File: src/rtl/fifo_arb_pkg.sv
// Shared types and helpers for the round-robin FIFO write arbiter.
package fifo_arb_pkg;

   localparam int unsigned MAX_NREQ = 8;
   localparam int unsigned PTR_W    = 3;
   localparam int unsigned BCNT_W   = 4;

   typedef enum logic {
      EMPTY = 1'b0,
      HOLD  = 1'b1
   } arb_state_t;

   // Rotate distance from ptr up to idx, wrapping at n.
   function automatic int unsigned rr_dist(input int unsigned idx, input int unsigned ptr,
                                           input int unsigned n);
      return (idx >= ptr) ? idx - ptr : idx + n - ptr;
   endfunction

   function automatic logic [PTR_W-1:0] ptr_next(input logic [PTR_W-1:0] p,
                                                 input int unsigned n);
      return (32'(p) == n - 1) ? '0 : p + PTR_W'(1);
   endfunction

endpackage

File: src/rtl/fifo_rr_pick.sv
// Combinational rotate-priority select: first set request at or above ptr, with wrap.
module fifo_rr_pick
   import fifo_arb_pkg::*;
#(
   parameter int unsigned NREQ = 4
) (
   input  logic [NREQ-1:0]  req_i,
   input  logic [PTR_W-1:0] ptr_i,
   output logic [NREQ-1:0]  win_oh_o,
   output logic [PTR_W-1:0] win_idx_o,
   output logic             win_vld_o
);

   logic found;

   always_comb begin
      win_oh_o  = '0;
      win_idx_o = '0;
      found     = 1'b0;
      for (int unsigned k = 0; k < NREQ; k++) begin
         for (int unsigned i = 0; i < NREQ; i++) begin
            if (!found && req_i[i] && rr_dist(i, 32'(ptr_i), NREQ) == k) begin
               found       = 1'b1;
               win_oh_o[i] = 1'b1;
               win_idx_o   = PTR_W'(i);
            end
         end
      end
      win_vld_o = found;
   end

endmodule

File: src/rtl/fifo_wr_arbiter.sv
// Round-robin write arbiter sharing one FIFO write port among NREQ producers.
// Define FIFO_ARB_BURST_EN to let a winner keep priority for up to BURST_LEN grants.
module fifo_wr_arbiter
   import fifo_arb_pkg::*;
#(
   parameter int unsigned NREQ      = 4,
   parameter int unsigned WIDTH     = 8,
   parameter int unsigned BURST_LEN = 4
) (
   input  logic                  clk,
   input  logic                  rst_n,
   input  logic [NREQ-1:0]       req_i,
   input  logic [NREQ*WIDTH-1:0] req_data_i,
   output logic [NREQ-1:0]       gnt_o,
   output logic                  fifo_wr_en_o,
   output logic [WIDTH-1:0]      fifo_din_o,
   input  logic                  fifo_full_i,
   output logic                  busy_o
);

   arb_state_t        state_q, state_d;
   logic [WIDTH-1:0]  din_q, din_d, din_sel;
   logic [PTR_W-1:0]  ptr_q, ptr_d, ptr_inc;
   logic [NREQ-1:0]   win_oh;
   logic [PTR_W-1:0]  win_idx;
   logic              win_vld, hold, drain, accept, grant;

   fifo_rr_pick #(
      .NREQ (NREQ)
   ) u_pick (
      .req_i     (req_i),
      .ptr_i     (ptr_q),
      .win_oh_o  (win_oh),
      .win_idx_o (win_idx),
      .win_vld_o (win_vld)
   );

   assign hold    = (state_q == HOLD);
   assign drain   = hold & ~fifo_full_i;
   assign accept  = ~hold | drain;
   assign grant   = accept & win_vld;
   assign gnt_o   = win_oh & {NREQ{accept}};
   assign ptr_inc = ptr_next(win_idx, NREQ);

   always_comb begin
      din_sel = '0;
      for (int unsigned i = 0; i < NREQ; i++) begin
         din_sel |= req_data_i[i*WIDTH +: WIDTH] & {WIDTH{win_oh[i]}};
      end
   end

`ifdef FIFO_ARB_BURST_EN
   logic [BCNT_W-1:0] bcnt_q, bcnt_d, bcnt_cur;

   always_comb begin
      state_d  = state_q;
      din_d    = din_q;
      ptr_d    = ptr_q;
      bcnt_d   = bcnt_q;
      // ptr only rests on the current burst owner, so a different winner starts a new run.
      bcnt_cur = (win_idx == ptr_q) ? bcnt_q : '0;
      if (grant) begin
         state_d = HOLD;
         din_d   = din_sel;
         if (bcnt_cur < BCNT_W'(BURST_LEN - 1)) begin
            ptr_d  = win_idx;
            bcnt_d = bcnt_cur + BCNT_W'(1);
         end else begin
            ptr_d  = ptr_inc;
            bcnt_d = '0;
         end
      end else begin
         if (drain) begin
            state_d = EMPTY;
         end
         // Accepting with no grant means every request, the owner's included, has dropped.
         if (accept && bcnt_q != '0) begin
            bcnt_d = '0;
            ptr_d  = ptr_next(ptr_q, NREQ);
         end
      end
   end

   always_ff @(posedge clk or negedge rst_n) begin
      if (!rst_n) begin
         bcnt_q <= '0;
      end else begin
         bcnt_q <= bcnt_d;
      end
   end
`else
   logic unused_burst_len;
   assign unused_burst_len = ^BURST_LEN;

   always_comb begin
      state_d = state_q;
      din_d   = din_q;
      ptr_d   = ptr_q;
      if (grant) begin
         state_d = HOLD;
         din_d   = din_sel;
         ptr_d   = ptr_inc;
      end else if (drain) begin
         state_d = EMPTY;
      end
   end
`endif

   always_ff @(posedge clk or negedge rst_n) begin
      if (!rst_n) begin
         state_q <= EMPTY;
         din_q   <= '0;
         ptr_q   <= '0;
      end else begin
         state_q <= state_d;
         din_q   <= din_d;
         ptr_q   <= ptr_d;
      end
   end

   assign fifo_wr_en_o = hold;
   assign fifo_din_o   = din_q;
   assign busy_o       = hold | (|req_i);

endmodule

File: config.mk
export PLATFORM = sky130hd
export DESIGN_NAME = fifo_wr_arbiter
export DESIGN_NICKNAME = d
export VERILOG_FILES = /design/src/rtl/fifo_arb_pkg.sv /design/src/rtl/fifo_rr_pick.sv /design/src/rtl/fifo_wr_arbiter.sv
export SDC_FILE = /design/constraint.sdc
export NUM_CORES = 1
export LEC_CHECK = 0
export CAP_MARGIN = 10
export CORE_MARGIN = 1
export CORE_UTILIZATION = 33
export CTS_BUF_LIST = sky130_fd_sc_hd__clkbuf_16
export DETAILED_ROUTE_END_ITERATION = 12
export PLACE_DENSITY = 0.77
export SYNTH_ARGS = -nofsm -noshare
export SYNTH_HDL_FRONTEND = slang
export SYNTH_SLANG_ARGS = --single-unit
export TNS_END_PERCENT = 30
File: constraint.sdc
create_clock -name clk -period 1.75 [get_ports clk]
set_clock_uncertainty 0.05 [all_clocks]
set_input_delay 0.35 -clock clk [delete_from_list [all_inputs] [get_ports clk]]
set_output_delay 0.35 -clock clk [all_outputs]
set_load 0.1 [all_outputs]
==> summary.txt <==
Outcome
  – Outcome: finished, violations left
  – Failing checks: setup timing

Floorplan
  – Cell Rows: 17
  – Die Ht: 52.6 um
  – Core Region: 2320 um^2
  – Io pins: 53
  – Overall die width: 52.6 um
  – Die ar.: 2760 um^2
  – Effective utilization at floorplan: 36.4%

Layout
  – Layout cells sized above 1: 38.8%
  – Nets: 219
  – Final core occ: 79.9%
  – Most frequent cells in the layout: clkdlybuf4s50_1 (34), buf_4 (25), a31oi_1 (16), buf_12 (14), nor2_1 (10)
  – Area grow syn2layout: 120%
  – N_diodes: 0
  – Fin cells: 206
  – Most common cell after layout, fill and taps aside: clkdlybuf4s50_1
  – FILL cells: 139

CTS
  – CTS root buf: clkbuf_16
  – Hold-fix buffers, CTS: 0
  – CTS tree: done
  – CTS clk-pin slew, worst paths: 50 ps
  – Clk_lat worst skew: 250 ps
  – Bufs on Longest Clock Path: 2
  – CTS Sinks: 11
  – H-tree Lvls: 1
  – Num CTS Buffers: 3

Synth
  – Main combinational cell family by area after synthesis: simple AND/OR/NAND/NOR gates
  – Cell count after synthesis: 102
  – Post-Synth Simple-Gate Area: 30.9%
  – Seq/Total Area, Yosys: 32.6%
  – Post-Synth Adder-Cell Area: 1.48%
  – Mux share of post-synthesis cell area: 0%
  – Share of the synthesized area in the top cell type: 32.6%
  – Synth warn: 0
  – Post-Synth XOR/XNOR Area: 0%
  – Complex-gate fraction of the synthesized area: 29.7%
  – Area contributors post-synth: dfrtp_1 (33%), a31oi_1 (12%), a22oi_1 (7.1%), nor2_1 (6.2%), and3_1 (5.9%)
  – Syn avg cell area: 8.27 um^2
  – Mapped Nets: 142
  – Synth Register Bits: 11
  – Top cell type by total area after synthesis: dfrtp_1
  – Cell Area, Synth: 843 um^2
  – Cell variety after synth: 28

STA
  – Final hold vios: 0
  – Period utilization: 108%
  – Worst slew pin tran: 730 ps
  – Setup violators final: 4
  – Fmax: 530 MHz
  – Hold_ws: 416 ps
  – Setup WS post-layout: -137 ps
  – Final Max Tran Viols: 0
  – Slew headroom: 51.2%
  – Final min period: 1890 ps
  – Unrepaired setup endpoints after global routing: yes

GRT
  – Grt ovf: 0
  – Total track usage: 28.1%
  – First-pass GRT wire length: 5400 um
  – Number of global-route vias before repair: 1146
  – Largest net degree at the start of global routing: 12
  – Initial antenna violation count: 0

Route
  – Post-DRT Antenna Nets: 0
  – DR WL/cell: 18.0 um
  – Avg Vias per Cell: 5.80
  – Iteration-0 DRC Markers: 40
  – Residual DRC count: 0
  – Routed WL: 3710 um
  – TritonRoute pass-1 iters: 4
  – Via Count: 1195

Power and ir drop
  – Total power per unit cell area: 1430 nW/um^2
  – Tot Pwr: 2.65 mW
  – Leakage: 0.803 nW
  – Worst vdd ir: 0.00107 V

Worst setup path
  – Worst setup EP type: output pin
  – Crit Path Class: reg2out
  – Required @ worst endpoint: 1350 ps
  – Critical path arrival: 1490 ps
  – Critical Path Max Stage Delay: 460 ps
  – Crit-path cells: buf_4 -> o221ai_4 -> nand2_2 -> nor2_4 -> buf_12
  – Crit path launch type: flip-flop
  – Cell at the slowest stage of the critical path: dfrtp_2
  – CP max FO: 6

Place
  – DP Cell Count: 193
  – Dpl ws: -454 ps
  – Post-DP HPWL: 2600 um
  – Input/output buffers: 52
  – Gpl congestion: 0.883

Run
  – Max Cap Viol: 0

Hold path
  – Hold Path Class: in2async
## sequential cells by signal (all words and copies together) (netlist names)
name          flops
ptr_q             2
fifo_wr_en_o      1
fifo_din_o        8
## where the power goes
group / leakage (nW) / internal (mW) / switching [mW]
registers: 0.123 / 0.339 / 0.108
clock network: 0.0423 / 0.302 / 0.138
logic: 0.638 / 0.733 / 1.03
## worst paths after layout
check	startpoint	end	slack, ps	depth (start not counted)
setup / recovery	ptr_q[1]$_DFFE_PN0P_	gnt_o[0]	-140	5
hold / removal	rst_n	fifo_din_o[3]$_DFFE_PN0P_	420	1
setup reg to reg	ptr_q[1]$_DFFE_PN0P_	ptr_q[0]$_DFFE_PN0P_	10	8
hold reg to reg	fifo_din_o[2]$_DFFE_PN0P_	fifo_din_o[2]$_DFFE_PN0P_	550	2
max in group asynchronous	rst_n	fifo_wr_en_o$_DFFE_PN0P_	820	1
min in group clk	req_i[2]	fifo_din_o[6]$_DFFE_PN0P_	490	4
## through the flow
stage | area [um^2] | setup TNS [ps]
3_3_place_gp | 1680 | -4990
4_1_cts | 1810 | -401
6_report | 1850 | -376
2_1_floorplan | 911 | -677
5_1_grt | 1850 | -754
3_5_place_dp | 1680 | -6160
## kinds of logic after synthesis
| kind of cell | after synthesis |
|---|---|
| buffers and inverters | 8 |
| AOI/OAI and AO/OA | 32 |
| adders and majority gates | 1 |
| and+or+nand+nor | 50 |
| DFF | 11 |
## cell usage after synthesis
cell type / count
a22oi_1: 8
clkbuf_1: 2
dfrtp_1: 11
and2_0: 1
or3_1: 1
nand2b_1: 4
o221ai_2: 1
nor2_1: 14
buf_2: 3
or3_4: 1
nand2_1: 7
a21oi_1: 1
nand3_1: 9
nor2b_1: 3
o211a_1: 1
a31oi_1: 16
inv_2: 1
ha_1: 1
o21bai_1: 1
o311ai_4: 1
or2_1: 1
buf_4: 1
nor4_2: 1
and3_1: 8
buf_6: 1
a32o_1: 1
o21bai_2: 1
o21ai_0: 1
## layout make-up
| class | count | area, um^2 | area share, % |
|---|---|---|---|
| Clock buffer | 3 | 75.1 | 4.05 |
| Clock inverter | 1 | 3.75 | 0.203 |
| Inverter | 1 | 3.75 | 0.203 |
| Multi-Input combinational cell | 83 | 603 | 32.5 |
| Sequential cell | 11 | 282 | 15.2 |
| Tap cell | 28 | 35.0 | 1.89 |
| Timing Repair Buffer | 79 | 851 | 45.9 |
## routing by layer
layer / global-route usage (%) / routed length [um] / up-vias
li1: - / - / 538
met1: 33.0 / 1360 / 573
met2: 48.1 / 1940 / 71
met3: 3.19 / 273 / 13
met4: 17.5 / 133 / 0
met5: 0 / 0 / -
## critical path: cells and delay by family, from the launching register on
family	cells	cell delay [ps]
flops	1	460
buf+inv	2	350
simple gates	2	230
compound gates	1	200
## what timing repair did
| item | 4_1_cts | 5_1_grt |
|---|---|---|
| resized for setup | 23 | 5 |
| setup endpoints to repair | 15 | 12 |
| pin swaps | 9 | 8 |
| setup buffers | 6 | 3 |
(Power assumes the default switching activity.)
